### config.mk
export PLATFORM = sky130hd
export DESIGN_NAME = dm_store_buffer_flat
export DESIGN_NICKNAME = d
export VERILOG_FILES = /design/src/rtl/dm_store_buffer_if.sv /design/src/rtl/dm_store_buffer.sv /design/src/flat_wrapper.sv
export SDC_FILE = /design/constraint.sdc
export NUM_CORES = 1
export LEC_CHECK = 0
export BUFFER_PORTS_ARGS = -buffer_cell sky130_fd_sc_hd__buf_2
export CAP_MARGIN = 20
export CORE_MARGIN = 3
export CORE_UTILIZATION = 38
export DETAILED_ROUTE_END_ITERATION = 16
export PLACE_DENSITY_LB_ADDON = 0.05
export SLEW_MARGIN = 20
export SYNTH_ARGS = -nofsm -noshare
export SYNTH_HDL_FRONTEND = slang
export SYNTH_SLANG_ARGS = --single-unit
export TNS_END_PERCENT = 10
### constraint.sdc
create_clock -name clk -period 3.4 [get_ports clk]
set_clock_uncertainty 0.05 [all_clocks]
set_input_delay 0 -clock clk [delete_from_list [all_inputs] [get_ports clk]]
set_output_delay 0 -clock clk [all_outputs]
set_load 0.1 [all_outputs]
### src/rtl/dm_store_buffer_if.sv
// -----------------------------------------------------------------------------
// dm_store_buffer_if
//
// Bundles the CPU data-memory request/response signals and the data-SRAM
// port of the posted-write store buffer.
//
//   CPU side    : cpu_req_valid, cpu_req_we, cpu_req_web, cpu_req_addr,
//                 cpu_req_wdata, drain_req  (towards the buffer)
//                 cpu_stall, cpu_rdata, cpu_rvalid, sb_empty (from the buffer)
//   SRAM side   : DM_CS, DM_OE, DM_WEB, DM_A, DM_DI (from the buffer)
//                 DM_DO (towards the buffer)
//
// Modports:
//   slave  - the store buffer itself
//   master - the environment (CPU + SRAM wrapper, or a testbench)
// -----------------------------------------------------------------------------
interface dm_store_buffer_if #(
    parameter int AW = 14
);
    logic          cpu_req_valid;
    logic          cpu_req_we;
    logic [3:0]    cpu_req_web;
    logic [31:0]   cpu_req_addr;
    logic [31:0]   cpu_req_wdata;
    logic          cpu_stall;
    logic [31:0]   cpu_rdata;
    logic          cpu_rvalid;
    logic          drain_req;
    logic          sb_empty;
    logic          DM_CS;
    logic          DM_OE;
    logic [3:0]    DM_WEB;
    logic [AW-1:0] DM_A;
    logic [31:0]   DM_DI;
    logic [31:0]   DM_DO;

    modport slave (
        input  cpu_req_valid,
        input  cpu_req_we,
        input  cpu_req_web,
        input  cpu_req_addr,
        input  cpu_req_wdata,
        input  drain_req,
        input  DM_DO,
        output cpu_stall,
        output cpu_rdata,
        output cpu_rvalid,
        output sb_empty,
        output DM_CS,
        output DM_OE,
        output DM_WEB,
        output DM_A,
        output DM_DI
    );

    modport master (
        output cpu_req_valid,
        output cpu_req_we,
        output cpu_req_web,
        output cpu_req_addr,
        output cpu_req_wdata,
        output drain_req,
        output DM_DO,
        input  cpu_stall,
        input  cpu_rdata,
        input  cpu_rvalid,
        input  sb_empty,
        input  DM_CS,
        input  DM_OE,
        input  DM_WEB,
        input  DM_A,
        input  DM_DI
    );
endinterface

### src/rtl/dm_store_buffer.sv
// -----------------------------------------------------------------------------
// dm_store_buffer
//
// Posted-write store buffer between the CPU data-memory port and the data
// SRAM wrapper. Stores are queued in a circular FIFO and drained to SRAM in
// any cycle where no load owns the single SRAM port. Loads go straight to
// SRAM; a load whose word matches a pending store stalls until that store
// has drained, which preserves read-after-write ordering without forwarding.
//
// Ports:
//   clk  - rising-edge clock
//   rst  - asynchronous active-low reset; discards pending stores
//   bus  - dm_store_buffer_if.slave: CPU request/response + SRAM port
//
// Parameters:
//   DEPTH - number of store entries (power of two, >= 2)
//   AW    - SRAM word-address width; word address = byte address [AW+1:2]
// -----------------------------------------------------------------------------
module dm_store_buffer #(
    parameter int DEPTH = 4,
    parameter int AW    = 14
) (
    input  logic             clk,
    input  logic             rst,
    dm_store_buffer_if.slave bus
);
    localparam int            PW      = $clog2(DEPTH);
    localparam int            CW      = $clog2(DEPTH + 1);
    localparam logic [CW-1:0] DEPTH_C = CW'(DEPTH);

    // Entry storage
    logic [AW-1:0] ent_addr_r [DEPTH];
    logic [3:0]    ent_web_r  [DEPTH];
    logic [31:0]   ent_data_r [DEPTH];
    logic [DEPTH-1:0] valid_r;

    // FIFO bookkeeping; pointers wrap naturally because DEPTH is a power of two
    logic [PW-1:0] head_r;
    logic [PW-1:0] tail_r;
    logic [CW-1:0] count_r;

    // Load return path
    logic          rvalid_r;
    logic [31:0]   rdata_r;

    // Request classification
    logic [AW-1:0] req_word_s;
    logic          full_s;
    logic          empty_s;
    logic          fence_s;
    logic          hit_s;
    logic          is_load_s;
    logic          is_store_s;
    logic          noop_s;
    logic          stall_s;
    logic          load_go_s;
    logic          enq_s;
    logic          pop_s;

    // SRAM port drive
    logic          dm_cs_s;
    logic          dm_oe_s;
    logic [3:0]    dm_web_s;
    logic [AW-1:0] dm_a_s;
    logic [31:0]   dm_di_s;

    // Byte-offset and upper address bits do not select an SRAM word
    logic          unused_addr_s;
    assign unused_addr_s = ^{bus.cpu_req_addr[31:AW+2], bus.cpu_req_addr[1:0]};

    assign req_word_s = bus.cpu_req_addr[AW+1:2];
    assign full_s     = (count_r == DEPTH_C);
    assign empty_s    = (count_r == {CW{1'b0}});
    assign fence_s    = bus.drain_req & ~empty_s;
    assign is_load_s  = bus.cpu_req_valid & ~bus.cpu_req_we;
    assign is_store_s = bus.cpu_req_valid &  bus.cpu_req_we;
    // A store with every byte disabled writes nothing, so it is never queued
    assign noop_s     = (bus.cpu_req_web == 4'b1111);

    // Load address match against every valid pending store
    always_comb begin
        hit_s = 1'b0;
        for (int i = 0; i < DEPTH; i++) begin
            hit_s = hit_s | (valid_r[i] & (ent_addr_r[i] == req_word_s));
        end
    end

    // Stall and acceptance; everything is gated off while reset is asserted.
    // A full buffer stalls a store even if the head pops this cycle.
    assign stall_s   = rst & bus.cpu_req_valid &
                       (fence_s | (is_store_s & full_s) | (is_load_s & hit_s));
    assign load_go_s = rst & is_load_s & ~stall_s;
    assign enq_s     = rst & is_store_s & ~stall_s & ~noop_s;
    // Drain whenever the port is not claimed by an accepted load; a stalled
    // load leaves the port free so the hazard it waits on can clear.
    assign pop_s     = rst & ~load_go_s & ~empty_s;

    // SRAM port arbitration: accepted load first, then head drain, else idle
    always_comb begin
        dm_cs_s  = 1'b0;
        dm_oe_s  = 1'b0;
        dm_web_s = 4'b1111;
        dm_a_s   = {AW{1'b0}};
        dm_di_s  = 32'h0000_0000;
        if (load_go_s) begin
            dm_cs_s  = 1'b1;
            dm_oe_s  = 1'b1;
            dm_web_s = 4'b1111;
            dm_a_s   = req_word_s;
            dm_di_s  = 32'h0000_0000;
        end else if (pop_s) begin
            dm_cs_s  = 1'b1;
            dm_oe_s  = 1'b0;
            dm_web_s = ent_web_r[head_r];
            dm_a_s   = ent_addr_r[head_r];
            dm_di_s  = ent_data_r[head_r];
        end else begin
            dm_cs_s  = 1'b0;
            dm_oe_s  = 1'b0;
            dm_web_s = 4'b1111;
            dm_a_s   = {AW{1'b0}};
            dm_di_s  = 32'h0000_0000;
        end
    end

    // Entry array: write at tail on enqueue, invalidate head on pop.
    // Tail and head never name the same slot in one cycle: that would need
    // count == 0 (no pop) or count == DEPTH (store stalls).
    always_ff @(posedge clk or negedge rst) begin
        if (!rst) begin
            valid_r <= {DEPTH{1'b0}};
            for (int i = 0; i < DEPTH; i++) begin
                ent_addr_r[i] <= {AW{1'b0}};
                ent_web_r[i]  <= 4'b1111;
                ent_data_r[i] <= 32'h0000_0000;
            end
        end else begin
            if (enq_s) begin
                valid_r[tail_r]    <= 1'b1;
                ent_addr_r[tail_r] <= req_word_s;
                ent_web_r[tail_r]  <= bus.cpu_req_web;
                ent_data_r[tail_r] <= bus.cpu_req_wdata;
            end
            if (pop_s) begin
                valid_r[head_r] <= 1'b0;
            end
        end
    end

    // Head/tail pointers and occupancy count
    always_ff @(posedge clk or negedge rst) begin
        if (!rst) begin
            head_r  <= {PW{1'b0}};
            tail_r  <= {PW{1'b0}};
            count_r <= {CW{1'b0}};
        end else begin
            if (enq_s) begin
                tail_r <= tail_r + PW'(1);
            end
            if (pop_s) begin
                head_r <= head_r + PW'(1);
            end
            case ({enq_s, pop_s})
                2'b10:   count_r <= count_r + CW'(1);
                2'b01:   count_r <= count_r - CW'(1);
                default: count_r <= count_r;
            endcase
        end
    end

    // Load return: rvalid follows an accepted load by one cycle; the SRAM
    // data of that cycle is captured so cpu_rdata holds until the next load.
    always_ff @(posedge clk or negedge rst) begin
        if (!rst) begin
            rvalid_r <= 1'b0;
            rdata_r  <= 32'h0000_0000;
        end else begin
            rvalid_r <= load_go_s;
            rdata_r  <= rvalid_r ? bus.DM_DO : rdata_r;
        end
    end

    assign bus.cpu_stall  = stall_s;
    assign bus.cpu_rvalid = rvalid_r;
    // Present SRAM data in the return cycle itself, the captured copy after
    assign bus.cpu_rdata  = rvalid_r ? bus.DM_DO : rdata_r;
    assign bus.sb_empty   = empty_s;
    assign bus.DM_CS      = dm_cs_s;
    assign bus.DM_OE      = dm_oe_s;
    assign bus.DM_WEB     = dm_web_s;
    assign bus.DM_A       = dm_a_s;
    assign bus.DM_DI      = dm_di_s;

endmodule

### src/flat_wrapper.sv
// flat-port wrapper written by rule: the top's interface ports become plain ports
module dm_store_buffer_flat 
#(
    parameter int DEPTH = 4,
    parameter int AW    = 14
)
  (clk, rst, bus_cpu_req_valid, bus_cpu_req_we, bus_cpu_req_web, bus_cpu_req_addr, bus_cpu_req_wdata, bus_drain_req, bus_DM_DO, bus_cpu_stall, bus_cpu_rdata, bus_cpu_rvalid, bus_sb_empty, bus_DM_CS, bus_DM_OE, bus_DM_WEB, bus_DM_A, bus_DM_DI);
  dm_store_buffer_if #(.AW(AW)) bus_i ();
  input  logic clk;
  input  logic rst;
  input wire logic [$bits(bus_i.cpu_req_valid)-1:0] bus_cpu_req_valid;
  input wire logic [$bits(bus_i.cpu_req_we)-1:0] bus_cpu_req_we;
  input wire logic [$bits(bus_i.cpu_req_web)-1:0] bus_cpu_req_web;
  input wire logic [$bits(bus_i.cpu_req_addr)-1:0] bus_cpu_req_addr;
  input wire logic [$bits(bus_i.cpu_req_wdata)-1:0] bus_cpu_req_wdata;
  input wire logic [$bits(bus_i.drain_req)-1:0] bus_drain_req;
  input wire logic [$bits(bus_i.DM_DO)-1:0] bus_DM_DO;
  output wire logic [$bits(bus_i.cpu_stall)-1:0] bus_cpu_stall;
  output wire logic [$bits(bus_i.cpu_rdata)-1:0] bus_cpu_rdata;
  output wire logic [$bits(bus_i.cpu_rvalid)-1:0] bus_cpu_rvalid;
  output wire logic [$bits(bus_i.sb_empty)-1:0] bus_sb_empty;
  output wire logic [$bits(bus_i.DM_CS)-1:0] bus_DM_CS;
  output wire logic [$bits(bus_i.DM_OE)-1:0] bus_DM_OE;
  output wire logic [$bits(bus_i.DM_WEB)-1:0] bus_DM_WEB;
  output wire logic [$bits(bus_i.DM_A)-1:0] bus_DM_A;
  output wire logic [$bits(bus_i.DM_DI)-1:0] bus_DM_DI;
  assign bus_i.cpu_req_valid = bus_cpu_req_valid;
  assign bus_i.cpu_req_we = bus_cpu_req_we;
  assign bus_i.cpu_req_web = bus_cpu_req_web;
  assign bus_i.cpu_req_addr = bus_cpu_req_addr;
  assign bus_i.cpu_req_wdata = bus_cpu_req_wdata;
  assign bus_i.drain_req = bus_drain_req;
  assign bus_i.DM_DO = bus_DM_DO;
  assign bus_cpu_stall = bus_i.cpu_stall;
  assign bus_cpu_rdata = bus_i.cpu_rdata;
  assign bus_cpu_rvalid = bus_i.cpu_rvalid;
  assign bus_sb_empty = bus_i.sb_empty;
  assign bus_DM_CS = bus_i.DM_CS;
  assign bus_DM_OE = bus_i.DM_OE;
  assign bus_DM_WEB = bus_i.DM_WEB;
  assign bus_DM_A = bus_i.DM_A;
  assign bus_DM_DI = bus_i.DM_DI;
  dm_store_buffer #(.DEPTH(DEPTH), .AW(AW)) u_core (.clk(clk), .rst(rst), .bus(bus_i));
endmodule
## After elaboration in Yosys (flattened, before gate mapping)

Index checks and enable logic that the tools add are counted.

| cells by class | value |
|---|---|
| order comparisons | 7 |
| equal/unequal tests | 8 |
| bitwise logic cells | 33 |
| reductions and logical operators | 5 |
| multiplexer cells | 35 |
| add/sub/neg operators | 4 |

Operators by type and width:

| cell | number |
|---|---|
| two-way mux 32 bit | 6 |
| bitwise mux 128 bit | 1 |
| two-way mux 14 bit | 5 |
| binary-select mux 32 bit (select 2 bit) | 1 |
| demux 32 bit (select 2 bit) | 1 |
| bitwise mux 56 bit | 1 |
| == test 14 bit | 4 |
| binary-select mux 14 bit (select 2 bit) | 1 |
| demux 14 bit (select 2 bit) | 1 |
| two-way mux 4 bit | 7 |
| bitwise AND 1 bit | 18 |
| bitwise mux 16 bit | 1 |
| binary-select mux 4 bit (select 2 bit) | 1 |
| demux 4 bit (select 2 bit) | 1 |
| >= comparator 3 bit, second input constant | 2 |
| < comparator 2 x 3 -> 1 bit, second input constant | 2 |
| inverter 2 -> 3 bit | 2 |
| one-hot mux 3 bit (2 select lines) | 1 |
| two-way mux 1 bit | 5 |
| inverter 1 bit | 5 |
| OR 1 bit | 5 |
| adder 2 x 1 -> 2 bit, second input constant | 2 |
| bitwise AND 4 bit | 1 |
| demux 1 bit (select 2 bit) | 2 |
| other kinds (13) | 16 |

| storage, ports and cells | value |
|---|---|
| bits in registers | 244 |
| output and inout port bits | 87 |
| input port bits | 105 |

## Logic depth before layout (Yosys ltp)

Gate-level depths: netlist of the first run.

| logic depth | value |
|---|---|
| depth in word-level cells | 15 |
| gate-level depth with buffers | 13 |
| depth with buffers taken out | 11 |

## Worst setup path before layout of the first run

OpenSTA, ideal clock, no wires.

| path | value |
|---|---|
| path type | register -> register |
| start | register u_core.ent_addr_r[51] (netlist name) |
| end | register u_core.count_r[2] |
| library setup time | 0.079 ns |
| setup slack | 0.635 ns |
| cell stages (with the launch flop) | 13 |
| arrival | 2.636 ns |
| path through | dfrtp_1 > xnor2_1 > nand4_1 > nor4_1 > nor4_2 > a21oi_1 > buf_2 > ha_1 > inv_1 > fa_1 > xor2_1 > nor2_1 > xor2_1 |

| between the ends | value |
|---|---|
| word-level cells in the longest chain between the ends | 15 |
| elaborated cells between the ends (all ways) | 19 |

RTL lines:

| element | line | source |
|---|---|---|
| start: declaration | dm_store_buffer.sv:32 | `logic [AW-1:0] ent_addr_r [DEPTH];` |
| start signal: indexed assignment | dm_store_buffer.sv:133 | `ent_addr_r[i] <= {AW{1'b0}};` |
| start signal: indexed assignment | dm_store_buffer.sv:140 | `ent_addr_r[tail_r] <= req_word_s;` |
| == test 14 bit (*) | dm_store_buffer.sv:84 | `hit_s = hit_s \| (valid_r[i] & (ent_addr_r[i] == req_word_s));` |
| bitwise AND 1 bit (*) | dm_store_buffer.sv:84 |  |
| OR 1 bit (*) (3 in series) | dm_store_buffer.sv:84 |  |
| bitwise AND 1 bit (*) | dm_store_buffer.sv:91 | `(fence_s \| (is_store_s & full_s) \| (is_load_s & hit_s));` |
| OR 1 bit (*) | dm_store_buffer.sv:91 |  |
| bitwise AND 1 bit (*) | dm_store_buffer.sv:90 | `assign stall_s = rst & bus.cpu_req_valid &` |
| inverter 1 bit (*) | dm_store_buffer.sv:92, dm_store_buffer.sv:93 |  |
| bitwise AND 1 bit | dm_store_buffer.sv:92 | `assign load_go_s = rst & is_load_s & ~stall_s;` |
| inverter 1 bit | dm_store_buffer.sv:96 | `assign pop_s = rst & ~load_go_s & ~empty_s;` |
| bitwise AND 1 bit (2 in series) | dm_store_buffer.sv:96 |  |
| == test 2 x 1 -> 1 bit / == test 2 bit (equally long branches) | dm_store_buffer.sv:163 | `case ({enq_s, pop_s})` |
| one-hot mux 3 bit (2 select lines) / nonzero test 2 bit (equally long branches) | - |  |
| end signal: assignment | dm_store_buffer.sv:164 | `2'b10: count_r <= count_r + CW'(1);` |
| end signal: assignment | dm_store_buffer.sv:165 | `2'b01: count_r <= count_r - CW'(1);` |
| end signal: assignment | dm_store_buffer.sv:166 | `default: count_r <= count_r;` |
| end: declaration | dm_store_buffer.sv:40 | `logic [CW-1:0] count_r;` |

Every way passes the cells marked *; elsewhere a longest branch is shown, timed or not.
A chain may end at the register's enable or synchronous reset.

## Worst setup path in the final report of the first run

| path | value |
|---|---|
| start | register u_core.ent_addr_r[54] (netlist name) |
| end | output bus_DM_DI[30] |

| between the ends | value |
|---|---|
| word-level cells in the longest chain between the ends | 15 |

RTL lines:

| element | line | source |
|---|---|---|
| == test 14 bit (*) | dm_store_buffer.sv:84 |  |
| bitwise AND 1 bit (*) | dm_store_buffer.sv:84 |  |
| OR 1 bit (*) (3 in series) | dm_store_buffer.sv:84 |  |
| bitwise AND 1 bit (*) | dm_store_buffer.sv:91 |  |
| OR 1 bit (*) | dm_store_buffer.sv:91 |  |
| bitwise AND 1 bit (*) | dm_store_buffer.sv:90 |  |
| inverter 1 bit (*) | dm_store_buffer.sv:92 |  |
| bitwise AND 1 bit (*) | dm_store_buffer.sv:92 |  |
| inverter 1 bit | dm_store_buffer.sv:96 |  |
| bitwise AND 1 bit (2 in series) | dm_store_buffer.sv:96 |  |
| two-way mux 32 bit | dm_store_buffer.sv:111 | `end else if (pop_s) begin` |
| two-way mux 32 bit (*) | dm_store_buffer.sv:105 | `if (load_go_s) begin` |
| end: declaration | flat_wrapper.sv:26 | `output wire logic [$bits(bus_i.DM_DI)-1:0] bus_DM_DI;` |

Marked as above.

==> results.py, run 1 <==
metrics = {
    "timing": {
        "grt_setup_unrepaired": "false",
        "max_freq_ghz": 0.3279,
        "fin_ws_ps": 350.5,
        "fin_crit_ps": 3050,
        "period_share": 0.8969,
        "slew_headroom": 0.4068,
        "report.final.setup_viol": 0,
        "finalMaxSlewViolations": 0,
        "worst_pin_slew_ps": 889.8,
        "fin_tns_setup_ps": 0,
        "hold_viol": 0,
    },
    "cts": {
        "htreeDepth": 1,
        "cts_tree": "done",
        "cts-root-buf": "clkbuf_16",
        "cts_num_sinks": 244,
        "cts_setup_buffers": 0,
        "clock_latency_ps": 530,
        "path_clk_slew_ps": 60,
        "clock_path_buffers": 3,
        "cts_buffers": 29,
    },
    "critical_path": {
        "cp-startpoint": "u_core.ent_addr_r[54]",
        "rr_startpoint": "u_core.head_r[1]",
        "critPathArrivalTime_ps": 3000,
        "reg2reg_slack_ps": 560,
        "crit_fanout": 41,
        "start_kind": "flop",
        "critPathKind": "reg -> out",
        "endpoint_kind": "primary output",
        "cp.required_ps": 3350,
    },
    "logic_synthesis": {
        "synth_ff_type": "dfrtp_1",
        "yosysSeqAreaShare": 0.5044,
        "syn-instance-count": 786,
        "async_flop_share": 1.000,
        "synth_cell_types": 38,
        "synth.top_cell.area_share": 0.4698,
        "synth_edf_count": 0,
        "synth_area_sq_um": 12140,
        "synth.area.top_cells": "dfrtp_1 47%, mux2_2 15%, mux2_4 11%",
        "syn_avg_cell_area_sq_um": 15.45,
        "synth_area_leader_cell": "dfrtp_1",
        "ys_seq_elements": 244,
        "syn_nets": 901,
        "yosysWarnings": 0,
    },
    "layout": {
        "multiInputGateArea_sq_um": 5577,
        "fillerInstances": 2688,
        "n_antenna_cell": 0,
        "syn_to_final_growth_pct": 25.06,
        "drive_gt1_frac": 0.5372,
        "stdcell_area_sq_um": 15190,
        "nNetsFinal": 1154,
        "seqCellArea_sq_um": 6131,
    },
    "global_route": {
        "grt_first_pass_wirelength_um": 47040,
        "grt_remaining_overflow": 0,
        "antenna_found_initial": 0,
        "grt_max_degree": 85,
        "gr-usage-all-layers": 0.1744,
        "grt_pass1_vias": 8309,
    },
    "routing": {
        "avgRoutedWirePerCell_um": 20.32,
        "drt_wl_total_um": 29610,
        "firstDrtPassIters": 4,
        "via_per_inst": 4.994,
        "drtAntennaViolNets": 0,
        "dr_total_vias": 7276,
        "drc": 0,
        "drt_iter0_markers": 250,
    },
    "power": {
        "ir_worst_vdd_mv": 0.5148,
        "powerDensity_nw_per_um2": 1051,
        "fin_total_pwr_w": 0.01596,
        "power.leakage_nw": 7.277,
    },
    "placement": {
        "portBuffers": 173,
        "dpl.hpwl_um": 18660,
        "gp_congestion": 0.7811,
        "placed_area_sq_um": 13320,
        "pre_cts_slack_ps": 650.3,
    },
    "floorplan": {
        "io_pins": 192,
        "core_sq_um": 31070,
        "die-area_sq_um": 34140,
        "fp.dieW_um": 184.8,
        "start_util": 0.3909,
        "rows": 64,
        "die_h_um": 184.8,
    },
    "outcome": {
        "status": "completed",
    },
    "job": {
        "cap_viol_max_count": 0,
    },
    "min_path": {
        "hold_path_class": "in -> async",
    },
}
==> timing repair <==
| action | in CTS | in global routing |
|---|---|---|
| setup endpoints to repair | 0 | 13 |
| hold buffers | 86 | 0 |
| gates resized for setup | 0 | 1 |
| endpoints found under the hold margin | 396 | 0 |
==> final timing paths <==
kind,depth (start not counted),endpoint
setup / recovery,8,bus_DM_DI[30]
setup reg to reg,7,u_core.head_r[1]
min in group clk,5,u_core.tail_r[0]
hold reg to reg,1,u_core.count_r[2]
max in group asynchronous,3,u_core.head_r[0]
hold / removal,3,u_core.ent_addr_r[26]
==> cell usage in the layout (no fill, tap or decap), types with 2 or more instances in the layout <==
cell type,netlist,routed
nor2_1,2,2
clkbuf_16,0,30
dfrtp_1,228,226
nand4_1,14,14
a22oi_1,4,4
clkbuf_1,11,7
buf_4,0,16
dlygate4sd3_1,0,85
xor2_1,2,2
inv_1,14,14
nor4_1,4,4
nand2b_1,4,4
nand2_4,4,4
clkbuf_8,0,6
and3_1,8,8
nand2_1,6,6
bufinv_16,0,3
buf_2,20,172
buf_12,0,3
buf_6,21,2
clkinv_2,0,6
and2_1,32,32
and3_2,6,6
mux2_4,87,87
dfstp_2,16,16
xnor2_1,59,59
buf_8,0,2
nand3_1,5,5
mux4_2,50,50
mux2_2,159,159
ha_1,9,9
==> cell families (layout without fill, tap and decap cells) <==
family / count (synthesis) / count (layout) / share of synthesized area
fa+ha+maj: 10 / 10 / 0.01092
simple gates: 91 / 91 / 0.04853
mux: 297 / 297 / 0.3485
xor+xnor: 61 / 61 / 0.04399
buf+inv: 72 / 347 / 0.03730
compound gates: 11 / 11 / 0.006285
flops: 244 / 244 / 0.5044
==> state kept, by name, summed over array words and instances, names as in the netlist <==
name and cells:
u_core.rdata_r 32, u_core.count_r 3, u_core.ent_web_r 16, u_core.tail_r 2, u_core.ent_data_r 128, u_core.valid_r 4
u_core.head_r 2, u_core.bus.cpu_rvalid 1, u_core.ent_addr_r 56
==> layer usage <==
layer | wire, um | up-vias | global-route usage
met5 | 0 | - | 0
met3 | 1271 | 47 | 0.03260
met1 | 12690 | 3754 | 0.2270
li1 | - | 3325 | -
met4 | 588 | 0 | 0.03571
met2 | 15060 | 150 | 0.3061
==> worst max-delay path: stages (launching register included) <==
cell	delay, ps
dfrtp_1	410
xnor2_1	240
nand4_1	120
nor4_1	350
nor4_2	170
a21oi_4	170
buf_6	340
and2_1	210
buf_2	430
==> power breakdown <==
part	internal, W	leakage [nW]	total, W	switching (W)
Combinational	0.00299	3.73	0.00754	0.00455
Sequential	0.00427	3.06	0.00526	0.000990
Clock	0.00196	0.487	0.00316	0.00120
Total	0.00923	7.28	0.0160	0.00673
==> cell usage after synthesis (all sizes together), types with 2 or more instances <==
cell type  instances
mux2             246
nand3              5
nand2b             4
dfstp             16
nand4             14
xnor2             59
a21oi              2
nor4               5
inv               14
and2              32
ha                 9
o21ai              2
nor3b              2
a22oi              4
clkbuf            11
mux4              50
nor2               2
xor2               2
buf               47
and3              14
dfrtp            228
nand2             11
==> cell type report <==
type,count,share of cell area
Sequential cell,244,0.4037
Multi-Input combinational cell,470,0.3672
Timing Repair Buffer,280,0.1280
Clock buffer,43,0.05660
Tap cell,396,0.03262
Clock inverter,10,0.008403
Inverter,14,0.003460
==> per-stage QoR <==
step / utilization / instances / hold WS [ps]
2_1_floorplan: - / 786 / -345.6
3_3_place_gp: 0.4283 / 1317 / -176.3
3_5_place_dp: 0.4288 / 1318 / -166.3
4_1_cts: 0.4886 / 1457 / 5.538
5_1_grt: 0.4888 / 1457 / 25.34
6_report: 0.4888 / 1457 / 19.92
(Power assumes the default switching activity.)
==> run 2: changes to the inputs <==
- HOLD_SLACK_MARGIN: default -> 0.12
==> run 2 against run 1 <==
- sequential power hardly changed
- global-route usage is essentially flat
- register-to-register slack lost 330 ps
==> results.py, run 2 (synthesis results as in run 1) <==
metrics = {
    "outcome": {
        "status": "completed",
    },
    "floorplan": {
        "core_sq_um": 31070,
        "fp.dieW_um": 184.8,
        "start_util": 0.3909,
        "die_h_um": 184.8,
        "io_pins": 192,
        "die-area_sq_um": 34140,
        "rows": 64,
    },
    "placement": {
        "gp_congestion": 0.7811,
        "portBuffers": 173,
        "place_inst": 1318,
        "pre_cts_slack_ps": 650.3,
        "dpl.hpwl_um": 18660,
    },
    "global_route": {
        "grt_remaining_overflow": 0,
        "grt_pass1_vias": 8321,
        "grt_first_pass_wirelength_um": 47060,
        "gr-usage-all-layers": 0.1745,
        "antenna_found_initial": 0,
        "grt_max_degree": 85,
    },
    "routing": {
        "via_per_inst": 4.984,
        "drt_iter0_markers": 231,
        "avgRoutedWirePerCell_um": 20.26,
        "dr_total_vias": 7277,
        "drc": 0,
        "drtAntennaViolNets": 0,
        "firstDrtPassIters": 4,
        "drt_wl_total_um": 29580,
    },
    "min_path": {
        "worstHoldEndpoint": "u_core.rdata_r[15]",
        "min_from": "bus_DM_DO[15]",
        "hold_path_class": "in -> reg",
        "min_path_cells": 3,
    },
    "power": {
        "ir_worst_vdd_mv": 0.5142,
        "fin_total_pwr_w": 0.01596,
        "powerDensity_nw_per_um2": 1049,
        "power.leakage_nw": 7.292,
    },
    "layout": {
        "top_register": "u_core.ent_data_r",
        "largest_register_ffs": 128,
        "fin_util": 0.4898,
        "drive_gt1_frac": 0.5357,
        "fin_cells": 1460,
        "n_antenna_cell": 0,
        "layout.cells.most_common": "dfrtp_1",
        "syn_to_final_growth_pct": 25.30,
        "nNetsFinal": 1157,
        "final_cell_mix": "226 x dfrtp_1, 172 x buf_2, 159 x mux2_2, 88 x dlygate4sd3_1, 87 x mux2_4",
        "reg.largest.list": "u_core.ent_data_r (128), u_core.ent_addr_r (56), u_core.rdata_r (32)",
    },
    "cts": {
        "cts_buffers": 29,
        "clock_latency_ps": 530,
        "htreeDepth": 1,
        "cts_num_sinks": 244,
        "cts-root-buf": "clkbuf_16",
        "cts_tree": "done",
        "cts_setup_buffers": 0,
        "clock_path_buffers": 3,
        "path_clk_slew_ps": 60,
    },
    "timing": {
        "worst_pin_slew_ps": 891.3,
        "hold_viol": 0,
        "fin_tns_setup_ps": 0,
        "slew_headroom": 0.4058,
        "fin_crit_ps": 3168,
        "report.final.setup_viol": 0,
        "period_share": 0.9318,
        "fin_ws_ps": 232.0,
        "grt_setup_unrepaired": "false",
        "finalMaxSlewViolations": 0,
        "max_freq_ghz": 0.3157,
    },
    "critical_path": {
        "rr_worst_depth": 9,
        "rr_startpoint": "u_core.count_r[0]",
        "critPathArrivalTime_ps": 3530,
        "cp.required_ps": 3760,
        "crit_fanout": 17,
        "endpoint_kind": "flop",
        "worstReg2RegEnd": "u_core.ent_data_r[119]",
        "critPathKind": "reg -> reg",
        "reg2reg_slack_ps": 230,
        "start_kind": "flop",
    },
    "job": {
        "cap_viol_max_count": 0,
    },
}
==> run 2: cell types whose count changed in the layout (fill, tap and decap cells not counted) <==
cell           before  now
dlygate4sd3_1      85   88
==> run 2: area by class of cell <==
type                            count  area [sq um]
Clock buffer                       43         859.6
Clock inverter                     10         127.6
Fill cell                        2687         15850
Inverter                           14         52.55
Multi-Input combinational cell    470          5577
Sequential cell                   244          6131
Tap cell                          396         495.5
Timing Repair Buffer              283          1974
==> run 2: metrics by stage <==
stage                     hold slack, ps  area, sq um
after floorplan                   -345.6        12140
after global placement            -176.3        13310
after detailed placement          -166.3        13320
after CTS                          175.6        15210
after global routing               199.1        15220
final                              205.0        15220
==> run 2: worst max path at each step <==
stage | startpoint | to | slack (ps)
after floorplan | u_core.ent_addr_r[51] | u_core.count_r[2] | 640
after global placement | u_core.ent_addr_r[54] | u_core.count_r[2] | 710
after detailed placement | u_core.ent_addr_r[15] | u_core.count_r[2] | 650
after CTS | u_core.ent_addr_r[54] | bus_DM_DI[30] | 140
after global routing | u_core.count_r[0] | u_core.count_r[2] | 60
final | u_core.count_r[0] | u_core.ent_data_r[119] | 230
==> run 2: repair_timing <==
item                                   in CTS  in global routing
setup endpoints to repair                   0                 13
endpoints found under the hold margin     467                  0
hold buffers                               89                  0
gates resized for setup                     0                  1
==> run 2: routing by layer <==
| layer | track usage | vias to the layer above | part of all wire |
|---|---|---|---|
| met3 | 0.03260 | 47 | 0.044 |
| met2 | 0.3062 | 150 | 0.51 |
| met5 | 0 | - | 0 |
| li1 | - | 3331 | - |
| met1 | 0.2270 | 3749 | 0.43 |
| met4 | 0.03571 | 0 | 0.020 |
==> run 2: where the power goes <==
| part | internal (W) | switching (W) | total, W |
|---|---|---|---|
| clock network | 0.00196 | 0.00119 | 0.00316 |
| registers | 0.00427 | 0.000987 | 0.00526 |
| logic | 0.00300 | 0.00455 | 0.00755 |
==> run 2: worst max-delay path, cell delays in order (launching register included) <==
cell and delay [ps]:
dfrtp_1 410, or3_1 400, buf_4 200, o21ai_2 80
nor3b_4 180, dlygate4sd3_1 560, buf_4 200, nand2_4 260
buf_4 350, mux2_4 340
